File: config.mk
export PLATFORM = sky130hd
export DESIGN_NAME = gray_codec
export DESIGN_NICKNAME = d
export VERILOG_FILES = /design/src/rtl/gray_codec_pkg.sv /design/src/rtl/gray_codec_stage.sv /design/src/rtl/gray_codec.sv
export SDC_FILE = /design/constraint.sdc
export NUM_CORES = 1
export LEC_CHECK = 0
export BUFFER_PORTS_ARGS = -buffer_cell sky130_fd_sc_hd__buf_2
export CORE_MARGIN = 2
export CORE_UTILIZATION = 40
export CTS_CLUSTER_DIAMETER = 60
export DETAILED_ROUTE_END_ITERATION = 12
export PLACE_DENSITY = 0.61
export SETUP_SLACK_MARGIN = 0.3
export SYNTH_ARGS = -nofsm -noshare
export SYNTH_HDL_FRONTEND = slang
export SYNTH_SLANG_ARGS = --single-unit
File: constraint.sdc
create_clock -name clk -period 3 [get_ports clk]
set_input_delay 0.45 -clock clk [delete_from_list [all_inputs] [get_ports clk]]
set_output_delay 0.45 -clock clk [all_outputs]
set_load 0.03 [all_outputs]
File: src/rtl/gray_codec_pkg.sv
// Shared types and elaboration-time helpers for the Gray/binary codec pipeline.
// The helpers decide how many Gray->binary bits each stage resolves.
package gray_codec_pkg;

  typedef enum logic {
    GC_G2B = 1'b0,
    GC_B2G = 1'b1
  } gc_mode_e;

  // Count of MSB-side bits already resolved before stage k (ceil split).
  function automatic int stage_done(input int width, input int stages, input int k);
    int per;
    per = (width + stages - 1) / stages;
    if (k * per > width) begin
      return width;
    end else begin
      return k * per;
    end
  endfunction

  function automatic int stage_bits(input int width, input int stages, input int k);
    if (k == stages - 1) begin
      return width - stage_done(width, stages, k);
    end else begin
      return stage_done(width, stages, k + 1) - stage_done(width, stages, k);
    end
  endfunction

endpackage

File: src/rtl/gray_codec_stage.sv
// One pipeline stage: beat registers, elastic load logic and the partial
// MSB-first prefix XOR for Gray->binary (stage 0 also performs binary->Gray).
module gray_codec_stage
  import gray_codec_pkg::*;
#(
  parameter int WIDTH = 4,
  parameter bit FIRST = 1'b0,
  parameter int DONE  = 0,
  parameter int NBITS = 1
) (
  input  logic             clk,
  input  logic             rst_n,
  input  logic             flush,
  input  logic             in_valid,
  input  gc_mode_e         in_mode,
  input  logic [WIDTH-1:0] in_data,
  input  logic             next_load,
  output logic             load,
  output logic             valid,
  output gc_mode_e         mode,
  output logic [WIDTH-1:0] data
);

  localparam int TOP = WIDTH - 1 - DONE;
  localparam int BOT = WIDTH - DONE - NBITS;

  logic             valid_r;
  gc_mode_e         mode_r;
  logic [WIDTH-1:0] data_r;
  logic [WIDTH-1:0] res_s;

  assign load  = ~valid_r | next_load;
  assign valid = valid_r;
  assign mode  = mode_r;
  assign data  = data_r;

  // Bits above TOP are already binary; resolve TOP..BOT from the bit above.
  always_comb begin
    res_s = in_data;
    if (FIRST == 1'b1 && in_mode == GC_B2G) begin
      res_s = in_data ^ (in_data >> 1);
    end else if (in_mode == GC_G2B) begin
      for (int j = WIDTH - 2; j >= 0; j--) begin
        if (j <= TOP && j >= BOT) begin
          res_s[j] = res_s[j+1] ^ res_s[j];
        end else begin
          res_s[j] = res_s[j];
        end
      end
    end else begin
      res_s = in_data;
    end
  end

  // Beat registers: flush beats everything, a stalled stage holds.
  always_ff @(posedge clk or negedge rst_n) begin
    if (!rst_n) begin
      valid_r <= 1'b0;
      mode_r  <= GC_G2B;
      data_r  <= '0;
    end else if (flush) begin
      valid_r <= 1'b0;
    end else if (load) begin
      valid_r <= in_valid;
      mode_r  <= in_mode;
      data_r  <= res_s;
    end else begin
      valid_r <= valid_r;
    end
  end

endmodule

File: src/rtl/gray_codec.sv
// Pipelined Gray<->binary converter with valid/ready handshakes; the
// conversion direction travels with each beat through STAGES stages.
module gray_codec
  import gray_codec_pkg::*;
#(
  parameter int WIDTH  = 4,
  parameter int STAGES = 3
) (
  input  logic             clk,
  input  logic             rst_n,
  input  logic             i_flush,
  input  logic             i_valid,
  output logic             o_ready,
  input  logic             i_mode,
  input  logic [WIDTH-1:0] i_data,
  output logic             o_valid,
  input  logic             i_ready,
  output logic             o_mode,
  output logic [WIDTH-1:0] o_data,
  output logic             o_busy
);

  if (WIDTH < 2 || WIDTH > 32 || STAGES < 1 || STAGES > WIDTH) begin : g_bad_params
    $error("gray_codec: WIDTH must be 2..32 and STAGES 1..WIDTH");
  end

  logic [STAGES-1:0] busy_s;

  for (genvar k = 0; k < STAGES; k++) begin : g_stage
    logic             prev_valid_s;
    gc_mode_e         prev_mode_s;
    logic [WIDTH-1:0] prev_data_s;
    logic             next_load_s;
    logic             load_s;
    logic             valid_s;
    gc_mode_e         mode_s;
    logic [WIDTH-1:0] data_s;

    if (k == 0) begin : g_head
      assign prev_valid_s = i_valid & o_ready;
      assign prev_mode_s  = gc_mode_e'(i_mode);
      assign prev_data_s  = i_data;
    end else begin : g_link
      assign prev_valid_s = g_stage[k-1].valid_s;
      assign prev_mode_s  = g_stage[k-1].mode_s;
      assign prev_data_s  = g_stage[k-1].data_s;
    end

    if (k == STAGES - 1) begin : g_tail
      assign next_load_s = i_ready;
    end else begin : g_mid
      assign next_load_s = g_stage[k+1].load_s;
    end

    gray_codec_stage #(
      .WIDTH(WIDTH),
      .FIRST(k == 0),
      .DONE (stage_done(WIDTH, STAGES, k)),
      .NBITS(stage_bits(WIDTH, STAGES, k))
    ) u_stage (
      .clk      (clk),
      .rst_n    (rst_n),
      .flush    (i_flush),
      .in_valid (prev_valid_s),
      .in_mode  (prev_mode_s),
      .in_data  (prev_data_s),
      .next_load(next_load_s),
      .load     (load_s),
      .valid    (valid_s),
      .mode     (mode_s),
      .data     (data_s)
    );

    assign busy_s[k] = valid_s;
  end

  // Flush masks the output beat so no downstream handshake can complete.
  assign o_ready = g_stage[0].load_s & ~i_flush & rst_n;
  assign o_valid = g_stage[STAGES-1].valid_s & ~i_flush;
  assign o_mode  = g_stage[STAGES-1].mode_s;
  assign o_data  = g_stage[STAGES-1].data_s;
  assign o_busy  = |busy_s;

endmodule

Yosys cells after proc, flatten, opt, wreduce, memory -nomap -nowiden
Cells that the tools add are included.
{"block": "totals", "output_inout_bits": 8, "elab_cells": 41, "regBits": 18, "in_bits": 10}
{"block": "op_classes", "mux": 10, "reduce_logical": 7, "n_bitwise": 15}
{"cell": "1-bit two-way mux", "count": 8}
{"cell": "2-bit AND reduction", "count": 3}
{"cell": "2-bit nonzero test", "count": 3}
{"cell": "1-bit AND", "count": 4}
{"cell": "4-bit two-way mux", "count": 1}
{"cell": "1-bit NOT", "count": 4}
{"cell": "4-bit by 3-bit XOR with 4-bit output", "count": 1}
{"cell": "3-bit two-way mux", "count": 1}
{"cell": "1-bit bitwise OR", "count": 3}
{"cell": "3-bit OR reduction", "count": 1}
{"cell": "1-bit XOR", "count": 3}

Depth between registers and ports, before layout
Gate-level depths: netlist of the first run.
{"block": "depth", "ltp_word": 9, "mapped_depth": 3}

Cells and area by module
A second synthesis of the first run with hierarchy kept.
{"block": "hier_totals", "hier_cells": 65, "area_unflattened_um2": 862.1}
{"mod": "gray_codec_stage at g_stage[0].u_stage", "area_each_um2": 295.3, "n_inst": 1, "cells_each": 21}
{"mod": "gray_codec_stage at g_stage[1].u_stage", "area_each_um2": 274.0, "n_inst": 1, "cells_each": 24}
{"mod": "gray_codec_stage at g_stage[2].u_stage", "area_each_um2": 261.5, "n_inst": 1, "cells_each": 16}
{"mod": "gray_codec", "area_each_um2": 31.3, "n_inst": 1, "cells_each": 4}

Worst setup path after synthesis of the first run
Ideal clock, no wire load.
{"block": "synth_path", "path_kind": "input to output", "from": "input i_ready", "to": "output o_ready", "t_arrival_ns": 1.252, "required_ns": 2.550, "stages": 3, "n_path_buf": 0, "setup_slack_ns": 1.298, "path_cell_list": "and3b_4 a21oi_4 and2_1"}
{"block": "synth_via", "elab_chain_len": 5}
{"item": "from (decl)", "line_no": "gray_codec.sv:17", "rtl": "input logic i_ready,"}
{"item": "1-bit bitwise OR (3 in series)", "line_no": "gray_codec_stage.sv:32", "rtl": "assign load = ~valid_r | next_load;"}
{"item": "1-bit AND (2 in series)", "line_no": "gray_codec.sv:78", "rtl": "assign o_ready = g_stage[0].load_s & ~i_flush & rst_n;"}
{"item": "to (decl)", "line_no": "gray_codec.sv:13", "rtl": "output logic o_ready,"}
No other way between the ends.

Final worst setup path of the first run
{"block": "layout_path", "from": "register g_stage[1].u_stage.valid_r", "to": "output o_ready"}
{"block": "layout_via", "elab_chain_len": 5}
{"item": "from (decl)", "line_no": "gray_codec_stage.sv:27", "rtl": "logic valid_r;"}
{"item": "from (signal assigned)", "line_no": "gray_codec_stage.sv:64", "rtl": "valid_r <= in_valid;"}
{"item": "from (signal assigned)", "line_no": "gray_codec_stage.sv:68", "rtl": "valid_r <= valid_r;"}
{"item": "1-bit NOT", "line_no": "gray_codec_stage.sv:32"}
{"item": "1-bit bitwise OR (2 in series)", "line_no": "gray_codec_stage.sv:32"}
{"item": "1-bit AND (2 in series)", "line_no": "gray_codec.sv:78"}
No other way between the ends.

==> results of run 1 <==
[cell type report]
class / instances / share of cell area (%)
Timing Repair Buffer: 17 / 8.79
Sequential cell: 18 / 46.5
Clock buffer: 4 / 3.75
Multi-Input combinational cell: 40 / 37.5
Tap cell: 27 / 3.49
[final timing paths]
path | from | end
worst max-delay path | g_stage[1].u_stage.valid$_DFFE_PN0P_ | o_ready
worst min-delay path | rst_n | g_stage[2].u_stage.valid$_DFFE_PN0P_
worst max register to register | g_stage[1].u_stage.valid$_DFFE_PN0P_ | g_stage[0].u_stage.data[2]$_DFFE_PN0P_
worst min register to register | g_stage[1].u_stage.data[1]$_DFFE_PN0P_ | g_stage[1].u_stage.data[1]$_DFFE_PN0P_
max in group asynchronous | rst_n | g_stage[0].u_stage.data[1]$_DFFE_PN0P_
min in group clk | i_data[3] | g_stage[0].u_stage.data[3]$_DFFE_PN0P_
[logic make-up after synthesis]
| logic type | count (synthesis) |
|---|---|
| AO/OA/AOI/OAI | 5 |
| XOR/XNOR | 5 |
| buffers and inverters | 1 |
| flip-flops | 18 |
| multiplexers | 14 |
| AND/OR/NAND/NOR | 16 |
[flip-flops by register name, indices dropped and copies added, names as in the netlist]
signal	cells
g_stage.u_stage.mode	3
g_stage.u_stage.data	12
g_stage.u_stage.valid	3
[metal layers]
layer / up-vias / track usage (%) / wire, um
met5: - / 0 / 0
met4: 0 / 8.57 / 23
met3: 2 / 2.76 / 48
met2: 13 / 16.0 / 467
met1: 226 / 14.7 / 645
li1: 242 / - / -
[placed cells by master, fill, tap and decap left out, drive strengths merged]
| cell type | count |
|---|---|
| dfrtp | 18 |
| a31oi | 1 |
| o21ba | 1 |
| a22oi | 1 |
| mux2 | 14 |
| buf | 17 |
| and2b | 1 |
| clkbuf | 4 |
| and3b | 1 |
| and2 | 1 |
| or3 | 2 |
| xor2 | 1 |
| o21ai | 1 |
| xnor2 | 4 |
| nand2 | 2 |
| nor2b | 1 |
| a21oi | 1 |
| nand2b | 1 |
| nor2 | 7 |
[per-stage QoR]
stage / power, uW / cell area (sq um)
global placement: 457 / 932
floorplan: 416 / 818
detailed placement: 458 / 932
CTS: 607 / 968
finish: 600 / 968
global route: 632 / 968
[power by group]
| part | internal [uW] | switching (uW) |
|---|---|---|
| Sequential | 284 | 24.1 |
| Combinational | 67.0 | 75.9 |
| Clock | 73.9 | 75.4 |
==> results.yml, run 1 <==
finish:
  fillers: 189
  fin_util_pct: 49.9
  fin_cells: 106
  area_growth_pct: 18.3
  diodes: 0
  multi_input_comb_area_sq_um: 363
  regArea_sq_um: 450
  drive_gt1_share_pct: 46.8
  final_nets: 90
synth:
  synth_top_family_by_area: "multiplexers"
  synth_flop_cell: "dfrtp_1"
  synth_area_leaders: "dfrtp_1, mux2_4, mux2_2"
  synth_area_leader_cell: "dfrtp_1"
  syn_inst: 59
  yosysMostFrequentCell: "dfrtp_1"
  synth_compound_area_share_pct: 5.50
  synth_xor_area_share_pct: 5.35
  yosys_warnings: 0
  synth-simple-area-share_pct: 11.9
  mappedNetlistArea_sq_um: 818
  ys_seq_elements: 18
  ys_top_cells_by_count: "dfrtp_1, mux2_2, mux2_4, nor2_1"
  synth_top_area_share_pct: 55.0
  synthMuxAreaShare_pct: 21.6
  synth_nets: 69
  syn_area_per_cell_sq_um: 13.9
  synth_edf_count: 0
  yosysSeqAreaShare_pct: 55.0
  synth.distinct_cells: 22
  async_flop_share_pct: 100
  synthAdderAreaFrac_pct: 0
critical_path:
  worstPathCellList: "and3b_4 > a21oi_4 > and2_1 > buf_2"
  start_kind: "flip-flop"
  path_buf_inv: 1
  slowest_delay_ps: 410
  end_kind: "output pin"
  worstRegToRegCells: 3
  worst_path_dominant_cell_family: "flip-flops"
  worstPathArrival_ps: 1570
  path_class: "flip-flop to output pin"
  worst-path-stages: 4
  r2r_slack_ps: 1660
  crit_path_max_fanout: 6
  cp_slowest_cell: "dfrtp_1"
  required_ps: 2550
clock_network:
  post_cts_buffers: 0
  clk_pin_slew_ps: 100
  cts_resized: 0
  cts.sinks: 18
  cts_buffers: 3
  cts-root-buf: "clkbuf_4"
  clk_path_buf_depth: 2
  clk-insertion-delay-late_ps: 290
  postCtsHoldBufs: 0
  htree_levels: 1
  cts_tree: "done"
grt:
  overflow: 0
  grt_antenna_before_repair: 0
  grtUsageTotal_pct: 11.3
  grt_pass1_wl_mm: 2.06
  grt_max_degree: 21
  grt_pass1_vias: 476
place:
  place_inst: 102
  place.gp.congestion: 0.663
  port_buffers: 17
  pre_cts_slack_ps: 1160
detailed_routing:
  drt_pass1_iterations: 4
  drt_iter0_drc: 6
  ant_nets: 0
  vias: 483
  wire_per_inst_um: 11.2
  via_per_inst: 4.56
  wirelength_mm: 1.19
  drc_errors: 0
die:
  ios: 18
  die_width_um: 49.2
  die_area_sq_mm: 0.00242
  num_rows: 16
  die-height_um: 49.2
  design.core.area_sq_mm: 0.00194
  initial_core_util_pct: 42.1
sta:
  fin_setup_tns_ps: 0
  fin_crit_ps: 2020
  final-max-slew-violation-count: 0
  hold_slack_ps: 73.7
  finalWorstSetupSlack_ps: 985
  relSlewSlack_pct: 72.1
  setup_violations: 0
  rsz0062_at_grt: "no"
  finalCritPeriodShare_pct: 67.2
  finalHoldViolations: 0
  final.setup_skew_ps: 2.14
  fmax_mhz: 496
  worstMarginPinSlew_ps: 418
min_path:
  hp-class: "input pin to async pin"
power_and_ir_drop:
  ir_drop_v: 0.000282
  p_per_area_mw_per_mm2: 620
  leakagePower_uw: 0.000447
status:
  status: "finished, final reports clean"
job:
  drv_cap: 0
No activity file was read; power rests on OpenSTA's default activity.
==> run 2: changes to the inputs <==
- PLACE_DENSITY: 0.61 -> 0.63
- clock period: 3 -> 1.8 ns (I/O delays scaled with it)
==> results.yml, run 2 (same netlist as run 1, synthesis figures left out) <==
min_path:
  hp-class: "input pin to flip-flop"
  min_to: "g_stage[0].u_stage.data[3]$_DFFE_PN0P_"
  min_path_cells: 2
  hp-start: "i_data[3]"
grt:
  grt_antenna_before_repair: 0
  overflow: 0
  grt_max_degree: 12
  grt_pass1_vias: 485
  grt_pass1_wl_mm: 2.10
  grtUsageTotal_pct: 11.5
place:
  place_area_sq_um: 940
  dp_hpwl_um: 940
  pre_cts_slack_ps: 286
  port_buffers: 17
  place.gp.congestion: 0.658
die:
  num_rows: 16
  initial_core_util_pct: 42.1
  design.core.area_sq_mm: 0.00194
  die-height_um: 49.2
  ios: 18
  die_width_um: 49.2
  die_area_sq_mm: 0.00242
power_and_ir_drop:
  p_per_area_mw_per_mm2: 935
  leakagePower_uw: 0.000473
  ir_drop_v: 0.000396
finish:
  diodes: 0
  final_nets: 96
  drive_gt1_share_pct: 48.8
  fillers: 172
  final_cell_mix: "dfrtp_1, buf_2, mux2_2, mux2_4, nor2_1"
  area_growth_pct: 24.6
  regArea_sq_um: 450
  fin_util_pct: 52.5
  largest_register_ffs: 12
  final_common_cell: "dfrtp_1"
  multi_input_comb_area_sq_um: 365
  final_area_sq_mm: 0.00102
clock_network:
  cts.sinks: 18
  clk_path_buf_depth: 2
  cts-root-buf: "clkbuf_4"
  clk-insertion-delay-late_ps: 280
  htree_levels: 1
  cts_buffers: 3
  clk_pin_slew_ps: 90
  cts_tree: "done"
critical_path:
  worstPathArrival_ps: 1280
  timing.rr.start: "g_stage[2].u_stage.valid$_DFFE_PN0P_"
  start_kind: "flip-flop"
  crit_path_max_fanout: 4
  r2r_slack_ps: 320
  required_ps: 1530
  worstPathCellList: "and3b_4 > a21oi_4 > and2_4 > buf_6"
  worstRegToRegCells: 5
  cp_slowest_cell: "dfrtp_1"
  slowest_delay_ps: 410
  reg2reg_to: "g_stage[1].u_stage.data[3]$_DFFE_PN0P_"
  worst_path_dominant_cell_family: "flip-flops"
  path_buf_inv: 1
  end_kind: "output pin"
  path_class: "flip-flop to output pin"
detailed_routing:
  via_per_inst: 4.65
  drt_pass1_iterations: 2
  ant_nets: 0
  drc_errors: 0
  drt_iter0_drc: 2
  wire_per_inst_um: 11.0
  wirelength_mm: 1.22
  vias: 516
sta:
  finalCritPeriodShare_pct: 86.0
  fin_setup_tns_ps: 0
  fin_crit_ps: 1550
  final-max-slew-violation-count: 0
  worstMarginPinSlew_ps: 318
  final.setup_skew_ps: 2.73
  finalWorstSetupSlack_ps: 253
  hold_slack_ps: 236
  rsz0062_at_grt: "yes"
  relSlewSlack_pct: 78.7
  finalHoldViolations: 0
  fmax_mhz: 646
  setup_violations: 0
status:
  status: "finished, final reports clean"
job:
  drv_cap: 0
[run 2: where the power goes]
group          switching [uW]  internal [uW]  leakage, uW
clock network             112           77.6    0.0000138
logic                     131            122     0.000243
registers                37.9            473     0.000216
total                     281            673     0.000473
[run 2: layer usage]
| metal | GRT usage, % | vias to the layer above | share of wire, % |
|---|---|---|---|
| met4 | 7.14 | 0 | 0.90 |
| met3 | 0.920 | 2 | 4.3 |
| met2 | 19.1 | 14 | 47 |
| met5 | 0 | - | 0 |
| met1 | 14.5 | 238 | 48 |
| li1 | - | 262 | - |
[run 2: cell type report]
| class | count | area share, % |
|---|---|---|
| clock buffers | 3 | 2.21 |
| multi-input cells | 40 | 35.8 |
| flip-flops and latches | 18 | 44.2 |
| well taps | 27 | 3.31 |
| repair buffers | 23 | 14.5 |
[run 2: how the worst max path moves through the flow]
stage | startpoint | endpoint | slack (ps) | cells past startpoint
2_1_floorplan | g_stage[1].u_stage.valid$_DFFE_PN0P_ | o_ready | 360 | 3
3_3_place_gp | g_stage[2].u_stage.valid$_DFFE_PN0P_ | o_ready | 320 | 4
3_5_place_dp | g_stage[2].u_stage.valid$_DFFE_PN0P_ | o_ready | 290 | 4
4_1_cts | g_stage[2].u_stage.valid$_DFFE_PN0P_ | o_ready | 230 | 4
5_1_grt | g_stage[2].u_stage.valid$_DFFE_PN0P_ | o_ready | 210 | 4
6_report | g_stage[2].u_stage.valid$_DFFE_PN0P_ | o_ready | 250 | 4
[run 2: through the flow]
| step | total power [uW] | cells |
|---|---|---|
| 2_1_floorplan | 693 | 59 |
| 3_3_place_gp | 762 | 103 |
| 3_5_place_dp | 767 | 103 |
| 4_1_cts | 967 | 110 |
| 5_1_grt | 1010 | 111 |
| 6_report | 954 | 111 |
[run 2: what timing repair did]
| action | CTS | global route |
|---|---|---|
| endpoints found under the setup margin | 2 | 2 |
| buffers inserted | 2 | 1 |
| pin swaps | 2 | 1 |
| hold endpoints to repair | 7 | 0 |
| hold buffers | 2 | 0 |
| resized for setup | 5 | 0 |
==> run 3: changes to the inputs <==
- PLACE_DENSITY: 0.63 -> default
- PLACE_DENSITY_LB_ADDON: default -> 0.3
==> results.yml, run 3 (same netlist as run 1, synthesis figures left out) <==
grt:
  met2_usage_pct: 16.9
  grt_max_degree: 11
  grt_pass1_vias: 462
  grt_antenna_before_repair: 0
  grt_pass1_wl_mm: 2.11
  grt_util_met3_pct: 0.920
  gr-usage-met1_pct: 16.0
  busiest_layer: "met2"
  overflow: 0
  grtUsageTotal_pct: 11.4
detailed_routing:
  drt_pass1_iterations: 3
  drt_iter0_drc: 7
  wire_per_inst_um: 11.1
  drc_errors: 0
  wirelength_mm: 1.27
  vias: 511
  ant_nets: 0
  via_per_inst: 4.48
clock_network:
  clk-insertion-delay-late_ps: 280
  clk_path_buf_depth: 2
  cts-root-buf: "clkbuf_4"
  cts.sinks: 18
  clk_pin_slew_ps: 100
  cts_buffers: 3
  cts_tree: "done"
  htree_levels: 1
sta:
  rsz0062_at_grt: "yes"
  final.setup_skew_ps: 1.30
  finalHoldViolations: 0
  setup_violations: 0
  fin_crit_ps: 1560
  finalCritPeriodShare_pct: 86.7
  relSlewSlack_pct: 76.9
  worstMarginPinSlew_ps: 345
  fin_setup_tns_ps: 0
  fmax_mhz: 641
  final-max-slew-violation-count: 0
finish:
  final_common_cell: "dfrtp_1"
  final_nets: 98
  area_growth_pct: 28.3
  fin_util_pct: 54.1
  drive_gt1_share_pct: 51.7
  final_area_sq_mm: 0.00105
  diodes: 0
  fin_cells: 114
  final_cell_mix: "dfrtp_1, buf_2, buf_4"
  largest_register_ffs: 12
die:
  num_rows: 16
  die_width_um: 49.2
  die-height_um: 49.2
  design.core.area_sq_mm: 0.00194
  ios: 18
  initial_core_util_pct: 42.1
  die_area_sq_mm: 0.00242
place:
  port_buffers: 17
  place_inst: 103
  place_area_sq_um: 940
  place.gp.congestion: 0.665
critical_path:
  crit_path_max_fanout: 3
  worstPathCellList: "and3b_4 > a21oi_4 > and2_4 > buf_6"
  worstPathArrival_ps: 1290
  slowest_delay_ps: 400
  start_kind: "flip-flop"
  path_class: "flip-flop to output pin"
  cp_slowest_cell: "dfrtp_1"
  end_kind: "output pin"
  required_ps: 1530
status:
  status: "finished, final reports clean"
power_and_ir_drop:
  finalPower_uw: 1010
  ir_drop_v: 0.000407
  p_per_area_mw_per_mm2: 961
  leakagePower_uw: 0.000490
min_path:
  hp-class: "input pin to flip-flop"
job:
  drv_cap: 0
run 3: critical path: cells and delay by family (launching register included):
kind	cells	cell delay, ps
AO/OA/AOI/OAI	1	120
buffers and inverters	1	120
flip-flops	1	400
AND/OR/NAND/NOR	2	360
run 3: area by class of cell:
cell class,instances,area [sq um]
Sequential cell,18,452
Tap cell,27,33.8
Timing Repair Buffer,25,163
Fill cell,191,892
Clock buffer,4,36.3
Multi-Input combinational cell,40,365
run 3: path summary, 6_finish.rpt:
check	from	end	slack (ps)	cells past startpoint
max in group asynchronous	rst_n	g_stage[0].u_stage.data[1]$_DFFE_PN0P_	550	3
min reg2reg	g_stage[1].u_stage.data[2]$_DFFE_PN0P_	g_stage[1].u_stage.data[2]$_DFFE_PN0P_	490	1
max reg2reg	g_stage[2].u_stage.valid$_DFFE_PN0P_	g_stage[2].u_stage.data[3]$_DFFE_PN0P_	290	5
max	g_stage[1].u_stage.valid$_DFFE_PN0P_	o_ready	240	4
min	i_mode	g_stage[0].u_stage.mode$_DFFE_PN0P_	240	2
min in group asynchronous	rst_n	g_stage[2].u_stage.data[0]$_DFFE_PN0P_	480	3
run 3: per-layer routing:
| layer | vias up | part of all wire [%] |
|---|---|---|
| li1 | 261 | - |
| met1 | 234 | 49 |
| met2 | 14 | 46 |
| met3 | 2 | 4.1 |
| met4 | 0 | 1.1 |
| met5 | - | 0 |
run 3: what timing repair did:
| action | in CTS | in global routing |
|---|---|---|
| buffers inserted | 3 | 2 |
| hold endpoints to repair | 8 | 0 |
| gates resized for setup | 3 | 4 |
| setup endpoints to repair | 2 | 2 |
| hold buffers | 2 | 0 |
| pin swaps | 2 | 1 |
run 3: metrics by stage:
stage,hold slack (ps),setup slack [ps]
finish,243,240
detailed placement,142,289
global route,229,178
CTS,234,231
floorplan,-25.6,359
global placement,141,317
run 3: where the power goes:
part / switching [uW] / internal (uW) / total, uW
clock network: 119 / 123 / 242
registers: 38.8 / 473 / 512
logic: 131 / 123 / 254
total: 289 / 720 / 1010
